File: src/rtl/spi_boot_loader_pkg.sv
// Shared types and constants for the SPI boot loader: FSM states, header length
// and the default SRAM address width.
`timescale 1ns/1ps
package boot_pkg;
  localparam int HDR_BYTES      = 6;
  localparam int ADDR_W_DEFAULT = 18;

  typedef enum logic [1:0] {
    ST_IDLE   = 2'd0,
    ST_HEADER = 2'd1,
    ST_DATA   = 2'd2,
    ST_DONE   = 2'd3
  } state_t;
endpackage

File: src/rtl/spi_boot_loader_if.sv
// SRAM write request channel towards the arbiter.
// valid/ready: wr_valid stays high with wr_addr/wr_data stable until a cycle in
// which wr_ready is also high; that cycle is the transfer, and the request drops after it.
`timescale 1ns/1ps
interface spi_boot_loader_if #(
  parameter int ADDR_W = boot_pkg::ADDR_W_DEFAULT
) ();
  logic              wr_valid;
  logic              wr_ready;
  logic [ADDR_W-1:0] wr_addr;
  logic [7:0]        wr_data;

  modport master (output wr_valid, output wr_addr, output wr_data, input wr_ready);
  modport slave  (input wr_valid, input wr_addr, input wr_data, output wr_ready);
endinterface

File: src/rtl/spi_boot_loader_sync_edge.sv
// Two-flop synchronizer for an asynchronous pin plus a history flop that yields
// single-cycle rise/fall strobes in the clk domain.
`timescale 1ns/1ps
module spi_sync_edge #(
  parameter logic RST_VAL = 1'b0
) (
  input  logic clk,
  input  logic reset,
  input  logic din,
  output logic sync,
  output logic rise,
  output logic fall
);
  logic meta_q, sync_q, hist_q;

  // Reset value matches the pin's idle level so no false edge follows reset.
  always_ff @(posedge clk) begin
    if (reset) begin
      meta_q <= RST_VAL;
      sync_q <= RST_VAL;
      hist_q <= RST_VAL;
    end else begin
      meta_q <= din;
      sync_q <= meta_q;
      hist_q <= sync_q;
    end
  end

  assign sync = sync_q;
  assign rise = sync_q & ~hist_q;
  assign fall = ~sync_q & hist_q;
endmodule

File: src/rtl/spi_boot_loader.sv
// SPI slave that decodes a 6-byte start/end header and turns the following image
// bytes into SRAM write requests, holding the CPU off via busy while it runs.
`timescale 1ns/1ps
module spi_boot_loader
  import boot_pkg::*;
#(
  parameter int ADDR_W = ADDR_W_DEFAULT
) (
  input  logic               clk,
  input  logic               reset,
  input  logic               arm_ss,
  input  logic               arm_sclk,
  input  logic               arm_mosi,
  spi_boot_loader_if.master  wr,
  output logic               busy,
  output logic               done,
  output logic               overrun,
  output state_t             dbg_state
);
  localparam logic [2:0] LAST_HDR = 3'(HDR_BYTES - 1);

  logic ss_rise, ss_fall, sclk_rise, mosi_s;
  logic ss_sync_unused, sclk_sync_unused, sclk_fall_unused;
  logic mosi_rise_unused, mosi_fall_unused;

  spi_sync_edge #(.RST_VAL(1'b1)) u_ss (
    .clk(clk), .reset(reset), .din(arm_ss),
    .sync(ss_sync_unused), .rise(ss_rise), .fall(ss_fall));
  spi_sync_edge #(.RST_VAL(1'b0)) u_sclk (
    .clk(clk), .reset(reset), .din(arm_sclk),
    .sync(sclk_sync_unused), .rise(sclk_rise), .fall(sclk_fall_unused));
  spi_sync_edge #(.RST_VAL(1'b0)) u_mosi (
    .clk(clk), .reset(reset), .din(arm_mosi),
    .sync(mosi_s), .rise(mosi_rise_unused), .fall(mosi_fall_unused));

  state_t            state_q, state_d;
  logic [2:0]        bit_cnt_q, bit_cnt_d;
  logic [6:0]        shift_q, shift_d;
  logic [2:0]        hdr_cnt_q, hdr_cnt_d;
  logic [23:0]       start_q, start_d, end_q, end_d, idx_q, idx_d;
  logic [ADDR_W-1:0] addr_q, addr_d, wr_addr_q, wr_addr_d;
  logic [7:0]        wr_data_q, wr_data_d;
  logic              wr_valid_q, wr_valid_d;
  logic              busy_q, busy_d, done_q, done_d, overrun_q, overrun_d;

  logic       shifting, byte_done, accept;
  logic [7:0] byte_val;

  assign shifting  = (state_q == ST_HEADER) || (state_q == ST_DATA);
  assign byte_done = shifting && sclk_rise && (bit_cnt_q == 3'd7);
  assign byte_val  = {shift_q, mosi_s};
  assign accept    = wr_valid_q && wr.wr_ready;

  always_comb begin
    state_d    = state_q;
    bit_cnt_d  = bit_cnt_q;
    shift_d    = shift_q;
    hdr_cnt_d  = hdr_cnt_q;
    start_d    = start_q;
    end_d      = end_q;
    idx_d      = idx_q;
    addr_d     = addr_q;
    wr_valid_d = wr_valid_q && !wr.wr_ready;
    wr_addr_d  = wr_addr_q;
    wr_data_d  = wr_data_q;
    busy_d     = busy_q;
    done_d     = 1'b0;
    overrun_d  = overrun_q;

    if (ss_fall) begin
      bit_cnt_d = 3'd0;
      overrun_d = 1'b0;
    end else if (shifting && sclk_rise) begin
      bit_cnt_d = bit_cnt_q + 3'd1;
      shift_d   = {shift_q[5:0], mosi_s};
    end

    case (state_q)
      ST_IDLE: begin
        // An aborted transfer's pending write keeps busy up until it is taken.
        busy_d = wr_valid_d;
        if (ss_fall) begin
          state_d   = ST_HEADER;
          hdr_cnt_d = 3'd0;
          busy_d    = 1'b1;
        end
      end
      ST_HEADER: begin
        if (ss_rise) begin
          state_d = ST_IDLE;
          busy_d  = wr_valid_d;
        end else if (byte_done) begin
          hdr_cnt_d = hdr_cnt_q + 3'd1;
          if (hdr_cnt_q < 3'd3) start_d = {byte_val, start_q[23:8]};
          else                  end_d   = {byte_val, end_q[23:8]};
          if (hdr_cnt_q == LAST_HDR) begin
            if (end_d < start_q) begin
              state_d = ST_DONE;
            end else begin
              addr_d  = start_q[ADDR_W-1:0];
              idx_d   = start_q;
              state_d = ST_DATA;
            end
          end
        end
      end
      ST_DATA: begin
        if (ss_rise) begin
          state_d = ST_IDLE;
          busy_d  = wr_valid_d;
        end else begin
          if (accept) begin
            if (idx_q == end_q) begin
              done_d  = 1'b1;
              state_d = ST_DONE;
            end else begin
              idx_d  = idx_q + 24'd1;
              addr_d = addr_q + ADDR_W'(1);
            end
          end
          // A byte landing while the holding register is still full is lost.
          if (byte_done) begin
            if (wr_valid_q) begin
              overrun_d = 1'b1;
            end else begin
              wr_valid_d = 1'b1;
              wr_addr_d  = addr_q;
              wr_data_d  = byte_val;
            end
          end
        end
      end
      ST_DONE: begin
        if (ss_rise) begin
          state_d = ST_IDLE;
          busy_d  = 1'b0;
        end
      end
      default: state_d = ST_IDLE;
    endcase
  end

  always_ff @(posedge clk) begin
    if (reset) begin
      state_q    <= ST_IDLE;
      bit_cnt_q  <= '0;
      shift_q    <= '0;
      hdr_cnt_q  <= '0;
      start_q    <= '0;
      end_q      <= '0;
      idx_q      <= '0;
      addr_q     <= '0;
      wr_valid_q <= 1'b0;
      wr_addr_q  <= '0;
      wr_data_q  <= '0;
      busy_q     <= 1'b0;
      done_q     <= 1'b0;
      overrun_q  <= 1'b0;
    end else begin
      state_q    <= state_d;
      bit_cnt_q  <= bit_cnt_d;
      shift_q    <= shift_d;
      hdr_cnt_q  <= hdr_cnt_d;
      start_q    <= start_d;
      end_q      <= end_d;
      idx_q      <= idx_d;
      addr_q     <= addr_d;
      wr_valid_q <= wr_valid_d;
      wr_addr_q  <= wr_addr_d;
      wr_data_q  <= wr_data_d;
      busy_q     <= busy_d;
      done_q     <= done_d;
      overrun_q  <= overrun_d;
    end
  end

  assign wr.wr_valid = wr_valid_q;
  assign wr.wr_addr  = wr_addr_q;
  assign wr.wr_data  = wr_data_q;
  assign busy        = busy_q;
  assign done        = done_q;
  assign overrun     = overrun_q;
  assign dbg_state   = state_q;
endmodule

File: src/flat_wrapper.sv
// flat-port wrapper written by rule: the top's interface ports become plain ports
module spi_boot_loader_flat import boot_pkg::*;
#(
  parameter int ADDR_W = ADDR_W_DEFAULT
)
  (clk, reset, arm_ss, arm_sclk, arm_mosi, busy, done, overrun, dbg_state, wr_wr_valid, wr_wr_addr, wr_wr_data, wr_wr_ready);
  spi_boot_loader_if #(.ADDR_W(ADDR_W)) wr_i ();
  input  logic clk;
  input  logic reset;
  input  logic arm_ss;
  input  logic arm_sclk;
  input  logic arm_mosi;
  output logic busy;
  output logic done;
  output logic overrun;
  output state_t dbg_state;
  output wire logic [$bits(wr_i.wr_valid)-1:0] wr_wr_valid;
  output wire logic [$bits(wr_i.wr_addr)-1:0] wr_wr_addr;
  output wire logic [$bits(wr_i.wr_data)-1:0] wr_wr_data;
  input wire logic [$bits(wr_i.wr_ready)-1:0] wr_wr_ready;
  assign wr_wr_valid = wr_i.wr_valid;
  assign wr_wr_addr = wr_i.wr_addr;
  assign wr_wr_data = wr_i.wr_data;
  assign wr_i.wr_ready = wr_wr_ready;
  spi_boot_loader #(.ADDR_W(ADDR_W)) u_core (.clk(clk), .reset(reset), .arm_ss(arm_ss), .arm_sclk(arm_sclk), .arm_mosi(arm_mosi), .wr(wr_i), .busy(busy), .done(done), .overrun(overrun), .dbg_state(dbg_state));
endmodule
File: config.mk
export PLATFORM = sky130hd
export DESIGN_NAME = spi_boot_loader_flat
export DESIGN_NICKNAME = d
export VERILOG_FILES = /design/src/rtl/spi_boot_loader_pkg.sv /design/src/rtl/spi_boot_loader_if.sv /design/src/rtl/spi_boot_loader_sync_edge.sv /design/src/rtl/spi_boot_loader.sv /design/src/flat_wrapper.sv
export SDC_FILE = /design/constraint.sdc
export NUM_CORES = 1
export LEC_CHECK = 0
export ABC_AREA = 0
export CAP_MARGIN = 20
export CORE_ASPECT_RATIO = 0.6
export CORE_MARGIN = 4
export CORE_UTILIZATION = 60
export CTS_CLUSTER_DIAMETER = 80
export DETAILED_ROUTE_END_ITERATION = 8
export PLACE_DENSITY_LB_ADDON = 0.2
export SETUP_SLACK_MARGIN = 0.02
export SLEW_MARGIN = 20
export SYNTH_ARGS = -nofsm -noshare
export SYNTH_HDL_FRONTEND = slang
export SYNTH_SLANG_ARGS = --single-unit
export TNS_END_PERCENT = 10
File: constraint.sdc
create_clock -name clk -period 10.4 [get_ports clk]
set_input_delay 1.56 -clock clk [delete_from_list [all_inputs] [get_ports clk]]
set_output_delay 1.56 -clock clk [all_outputs]
set_load 0.01 [all_outputs]
==> summary.md, run 1 <==
- **Antenna Diode Count** 0
- **global-route wire length before repair** 34.81 mm
- **Adder-Cell Fraction of Synth Area** 5.630%
- **number of cells produced by synthesis** 968
- **storage element area** 2863 µm²
- **core region area** 12180 µm²
- **list of most frequent post-synthesis cells** 158 x nand2_1, 143 x dfxtp_1, 105 x a21oi_1, 86 x nor2_1, 65 x nor3_1
- **synthesized netlist net count** 1008
- **status** completed
- **number of input and output port buffers inserted** 37
- **Die Height** 94.93 µm
- **Avg Cell Area, Syn** 7.806 µm²
- **Post-Place Cell Area** 7923 µm²
- **clock period minus worst slack** 4.155 ns
- **# clock sinks** 143
- **Buf+Inv Stages, Crit Path** 0
- **largest area contributor in the netlist** dfxtp_1
- **Finish-stage setup viols** 0
- **GP Congestion** 0.9542
- **die outline area** 14510 µm²
- **antenna violations before repair** 0
- **wire length per cell** 18.87 µm
- **kind of launch point of the worst setup path** register
- **setup fix buffers added after clock tree synthesis** 0
- **Row Count** 31
- **worst-path maximum fanout** 42
- **CP Class** register to register
- **FFs w/ async S/R, synth** 0%
- **CTS tree** done
- **# fillers** 989
- **clock latency reported for the late side of the worst-skew pair** 0.42 ns
- **Starting Density** 62.04%
- **die span in x** 152.9 µm
- **worst vdd rail ir drop** 98.97 µV
- **type of the worst min-delay path** register to register
- **Vias/cell** 6.182
- **RSZ-0062 raised after global routing** false
- **Synth-to-Final Area Change** 13.13%
- **share of synthesized area spent on multiplexers** 5.017%
- **post-synthesis simple-gate area fraction** 24.47%
- **placed insts** 1114
- **number of synthesized flops with an enable pin** 0
- **reg2reg setup slack** 6.24 ns
- **leakage power** 2.920 nW
- **vias in the first global route** 6455
- **remaining design rule violation count** 0
- **xor and xnor area share after synthesis** 3.130%
- **H-Tree Level Count** 4
- **transition at the pin with the smallest max-transition slack** 0.9995 ns
- **number of I/O pins** 38
- **number of different library cells in the post-synthesis netlist** 63
- **Max-slew headroom** 33.20%
- **total standard cell area after synthesis** 7556 µm²
- **DR pass1 iterations** 5
- **fraction of final layout cells with drive strength greater than 1** 9.174%
- **pin count of the biggest net entering global routing** 85
- **Tot GR Track Use** 30.02%
- **Fin Setup TNS** 0 ns
- **top achievable clock speed** 240.7 MHz
- **gate family responsible for the most delay along the worst path** compound AO/OA/AOI/OAI gates
- **Synthesis Warnings** 0
- **area taken by multi-input logic gates** 4283 µm²
- **final worst-path cycle share** 39.96%
- **complex-gate fraction of the synthesized area** 18.40%
- **Max Transition Viols Final** 0
- **number of max-capacitance violations reported** 0
- **critical-path cell list** a21oi_4, mux2_2, ha_1, nand4_2, nor4_4, nand2_1, o32ai_4, o21a_2, o21ai_0, a21oi_1
- **kind of capture point of the worst setup path** register
- **clock tree root driver cell** clkbuf_16
- **CP peak stage delay** 0.76 ns
- **DRT iter0 DRCs** 1034
- **via count** 7085
- **dominant combinational cell family by area after synthesis** simple AND/OR/NAND/NOR gates
- **library cell contributing the largest single delay on the critical path** a21oi_4
- **post-route insts no fill** 1146
- **total count of hold-check failures in the final report** 0
- **clk slew on worst S/H paths** 0.07 ns
- **worst setup skew after layout** 0.01050 ns
- **#FFs+latches synth** 143
- **remaining antenna violation count** 0
- **routed wire length** 21.63 mm
- **buffer levels on the longest clock path** 2
- **power density cells** 184.8 nW/µm²
- **sequential element share of the synthesized area** 37.89%
- **post-synth top area share** 37.89%
- **dpl hpwl** 14.49 mm
- **count of instances resized after the clock tree is built** 0
- **required time reported for the critical path endpoint** 10.74 ns
- **total clock buffers created by CTS** 17
- **grt total ovfl** 0
- **signal arrival time at the worst endpoint** 4.49 ns
- **most instantiated flip-flop cell in the synthesis netlist** dfxtp_1
- **Post-Layout Inst Area** 8548 µm²
- **library cell with the highest instance count after synthesis** nand2_1
- **top cells by area in the synthesized netlist** dfxtp_1 38%, nand2_1 7.8%, a21oi_1 7.0%
- **nets** 1008
- **# hold bufs at CTS** 0
[per-stage QoR]
stage	hold WS, ns	setup WS, ns	util (%)	power, W
2_1_floorplan	0.3895	7.151	-	0.0008527
3_3_place_gp	0.3959	6.431	65.05	0.0009107
3_5_place_dp	0.3976	6.353	65.05	0.0009155
4_1_cts	0.4140	6.272	70.19	0.001573
5_1_grt	0.4350	5.993	70.19	0.001636
6_report	0.4119	6.245	70.19	0.001580
[sequential cells by signal, indices dropped and copies added (netlist names)]
signal / cells
u_core.u_mosi.meta_q: 1
u_core.hdr_cnt_q: 3
u_core.idx_q: 24
u_core.u_ss.meta_q: 1
u_core.u_sclk.sync: 1
u_core.wr.wr_valid: 1
u_core.dbg_state: 2
u_core.shift_q: 7
u_core.bit_cnt_q: 3
u_core.busy: 1
u_core.wr.wr_addr: 18
u_core.u_sclk.hist_q: 1
u_core.wr.wr_data: 8
u_core.overrun: 1
u_core.u_sclk.meta_q: 1
u_core.u_ss.hist_q: 1
u_core.u_ss.sync: 1
u_core.done: 1
u_core.addr_q: 18
u_core.end_q: 24
u_core.start_q: 24
u_core.u_mosi.sync: 1
[worst paths after layout]
path	to	cells past startpoint	from
max	u_core.addr_q[3]	10	u_core.hdr_cnt_q[0]
min reg2reg	u_core.u_ss.sync	1	u_core.u_ss.meta_q
max reg2reg	u_core.addr_q[3]	10	u_core.hdr_cnt_q[0]
min	u_core.u_ss.sync	1	u_core.u_ss.meta_q
[layer usage]
metal	GRT usage [%]	wire length [µm]
met1	44.94	10040
met2	41.95	8710
met3	8.288	2463
met5	0	0
met4	8.451	412
[where the power goes]
part / switching [W] / internal [W]
sequential: 0.0000240 / 0.000564
clock: 0.000274 / 0.000387
combinational: 0.000218 / 0.000113
[worst reg2reg max path, delay by kind of cell (launching register included)]
family,cells,cell delay [ns]
DFF,1,0.37
and+or+nand+nor,3,0.68
muxes,1,0.44
adders and majority gates,1,0.34
AOI/OAI and AO/OA,5,2.24
[cells by family after synthesis]
family	Yosys count
simple gates	402
compound gates	226
flops	143
buf+inv	101
mux	35
fa+ha+maj	34
xor+xnor	27
[cell usage in the layout (no fill, tap or decap), types with 4 or more instances in the layout]
cell type        instances
o31ai_1                  7
inv_1                   35
nand4_1                 16
clkdlybuf4s50_1         36
nor4_1                   7
inv_8                    4
and2_1                   4
o22ai_1                  8
nand3_1                 19
a21o_1                   6
nor2b_1                  9
nor3_1                  65
clkbuf_16               17
o21ai_0                 43
o21ai_1                  6
or3_1                    6
a31oi_1                 10
a21oi_1                105
mux2_2                  23
or2_2                    4
nand2_1                158
and3_1                   8
dfxtp_1                143
xnor2_1                 25
buf_4                   10
nand2b_1                 4
mux2i_1                 12
a211oi_2                 6
a211oi_1                 5
ha_1                    33
nor2_1                  86
[area by class of cell]
class	instances	share of cell area [%]
Clock buffer	17	4.977
Multi-Input combinational cell	724	50.10
Timing Repair Buffer	46	5.094
Sequential cell	143	33.49
Inverter	36	1.581
Clock inverter	15	2.342
Tap cell	165	2.415
No activity file was read; power rests on OpenSTA's default activity.
==> run 2, diff against run 1 <==
- clock period: 10.4 -> 4.28 ns (I/O delays scaled with it)
==> run 2 against run 1 <==
Total power is 140% higher. Register-to-register slack got worse by 5.7 ns. Setup slack got worse by 5.7 ns. Clock-buffer cell count is the same. Utilization about the same. Cell count grew 0.52%. Sequential share of layout area barely moved. Combinational power rose by 150%. Die area did not move. Fmax rose by 12%. Hold slack better by 0.021 ns. Critical path type unchanged. Largest cell class unchanged.
==> summary.md, run 2 (synthesis gave the netlist of run 1 again) <==
- **status** completed
- **Top cell by count, worst path** buf_4
- **library cell contributing the largest single delay on the critical path** a21oi_4
- **wire length per cell** 18.84 µm, -0.18%
- **Vias/cell** 6.255, +1.2%
- **clk slew on worst S/H paths** 0.07 ns, about the same
- **die span in x** 152.9 µm, unchanged
- **worst setup skew after layout** 0.01089 ns, +0.0003935 ns
- **Synth-to-Final Area Change** 13.11%, about the same
- **clock latency reported for the late side of the worst-skew pair** 0.42 ns, about the same
- **Post-Place Cell Area** 7968 µm², +0.57%
- **Antenna Diode Count** 0, unchanged
- **CP Class** register to register
- **buffer levels on the longest clock path** 2, unchanged
- **Max Transition Viols Final** 0, unchanged
- **worst vdd rail ir drop** 346.9 µV, +250%
- **global-route wire length before repair** 34.57 mm, -0.69%
- **Design Power** 0.003715 W, +140%
- **Fin Setup TNS** 0 ns, unchanged
- **H-Tree Level Count** 4, unchanged
- **remaining antenna violation count** 0, unchanged
- **grt total ovfl** 0, unchanged
- **most common cell after layout, fill and taps aside** nand2_1
- **RSZ-0062 raised after global routing** false
- **dpl hpwl** 14.78 mm, +2.0%
- **worst-path maximum fanout** 42, unchanged
- **total count of hold-check failures in the final report** 0, unchanged
- **number of input and output port buffers inserted** 37, unchanged
- **# clock sinks** 143, unchanged
- **# fillers** 1017, +2.8%
- **Buf+Inv Stages, Crit Path** 2, +2
- **# hold bufs at CTS** 0, unchanged
- **required time reported for the critical path endpoint** 4.62 ns, -6.12 ns
- **final worst-path cycle share** 86.54%, +47 points
- **power density cells** 434.7 nW/µm², +140%
- **top achievable clock speed** 270.0 MHz, +12%
- **vias in the first global route** 6339, -1.8%
- **cells on worst reg2reg path** 12, +2
- **storage element area** 2863 µm², unchanged
- **Starting Density** 62.04%, unchanged
- **Finish-stage setup viols** 0, unchanged
- **leakage power** 2.915 nW, -0.16%
- **CP peak stage delay** 0.42 ns, -0.34 ns
- **transition at the pin with the smallest max-transition slack** 0.9742 ns, -0.02533 ns
- **number of stages on the worst hold path** 1, unchanged
- **count of instances resized after the clock tree is built** 0, unchanged
- **fraction of final layout cells with drive strength greater than 1** 9.726%, +0.55 points
- **area taken by multi-input logic gates** 4283 µm², unchanged
- **DR pass1 iterations** 6, +1
- **number of max-capacitance violations reported** 0, unchanged
- **die outline area** 14510 µm², unchanged
- **pin count of the biggest net entering global routing** 82, -3.5%
- **commonest cells after routing, fill and taps aside** 158 x nand2_1, 143 x dfxtp_1, 105 x a21oi_1, 86 x nor2_1, 65 x nor3_1
- **antenna violations before repair** 0, unchanged
- **kind of capture point of the worst setup path** register
- **via count** 7206, +1.7%
- **critical path depth in cells** 12, +2
- **total clock buffers created by CTS** 17, unchanged
- **Row Count** 31, unchanged
- **registers with the most flip-flops** u_core.end_q x24, u_core.idx_q x24, u_core.start_q x24
- **core region area** 12180 µm², unchanged
- **kind of launch point of the worst setup path** register
- **setup fix buffers added after clock tree synthesis** 0, unchanged
- **Max-slew headroom** 35.05%, +1.8 points
- **CTS tree** done
- **Tot GR Track Use** 29.97%, -0.049 points
- **Post-Layout Inst Area** 8547 µm², about the same
- **number of I/O pins** 38, unchanged
- **signal arrival time at the worst endpoint** 4.05 ns, -0.44 ns
- **Die Height** 94.93 µm, unchanged
- **clock period minus worst slack** 3.704 ns, -0.4514 ns
- **clock tree root driver cell** clkbuf_16
- **critical-path cell list** a21oi_4, buf_4, mux2_2, ha_1, nand4_1, nor4_4, nand2_1, o32ai_4, o21a_2, buf_4, a21oi_1, a211oi_2
- **remaining design rule violation count** 0, unchanged
- **GP Congestion** 0.9415, -1.3%
- **routed wire length** 21.70 mm, +0.35%
- **Min Hold Slack** 0.4334 ns, +0.02142 ns
- **gate family responsible for the most delay along the worst path** compound AO/OA/AOI/OAI gates
- **type of the worst min-delay path** register to register
- **DRT iter0 DRCs** 1012, -2.1%
- **nets** 1014, +0.60%
-- run 2: changes by cell type in the layout (fill, tap and decap cells not counted), sizes merged --
cell	delta
bufinv	-2
clkinvlp	+3
inv	-1
buf	+6
-- run 2: area by class of cell --
cell class,instances,area share (%)
clock buffer,17,4.977
clock inverter,15,1.801
inverter,36,1.581
multi-input combinational,724,50.11
sequential,143,33.49
tap,165,2.415
timing repair buffer,52,5.621
-- run 2: stage by stage --
step           utilization, %  instances  setup slack [ns]
6_report                70.18       1152            0.5761
5_1_grt                 70.18       1152            0.3766
4_1_cts                 70.18       1152            0.6346
3_5_place_dp            65.42       1120            0.6511
3_3_place_gp            65.42       1120            0.7857
2_1_floorplan               -        968             1.031
-- run 2: where the power goes --
part | internal [W] | switching (W) | total, W | leakage [nW]
registers | 0.00137 | 0.0000583 | 0.00143 | 1.15
logic | 0.000281 | 0.000540 | 0.000822 | 1.49
clock network | 0.000818 | 0.000648 | 0.00147 | 0.272
-- run 2: worst register-to-register path, stage by stage (launching register included) --
cell      delay, ns
dfxtp_1        0.36
a21oi_4        0.42
buf_4          0.33
mux2_2         0.38
ha_1           0.27
nand4_1        0.16
nor4_4         0.29
nand2_1        0.15
o32ai_4        0.28
o21a_2         0.16
buf_4          0.41
a21oi_1        0.20
a211oi_2       0.23
-- run 2: final timing paths --
kind | slack (ns) | end | startpoint
min reg2reg | 0.43 | u_core.u_ss.sync | u_core.u_ss.meta_q
max | 0.58 | u_core.addr_q[7] | u_core.hdr_cnt_q[1]
min | 0.43 | u_core.u_ss.sync | u_core.u_ss.meta_q
max reg2reg | 0.58 | u_core.addr_q[7] | u_core.hdr_cnt_q[1]
-- run 2: metal layers --
metal	up-vias	wire length, µm	share of wire (%)	GRT usage, %
met2	409	8773	40	41.84
met4	0	364	1.7	7.487
met1	3361	9867	45	44.70
li1	3391	-	-	-
met3	45	2696	12	9.112
met5	-	0	0	0
==> run 3, diff against run 2 <==
==> constraint.sdc (replaced) <==
create_clock -name clk -period 4.28 [get_ports clk]
set_input_delay 0.642 -clock clk [delete_from_list [all_inputs] [get_ports clk]]
set_output_delay 0.642 -clock clk [all_outputs]
set_load 0.02 [all_outputs]
==> results of run 3 <==
Same layout as run 2 (identical final DEF). Status: completed.
Among the figures that moved: total power 0.003715 W -> 0.003722 W; worst IR drop on VDD 346.9 µV -> 347.0 µV
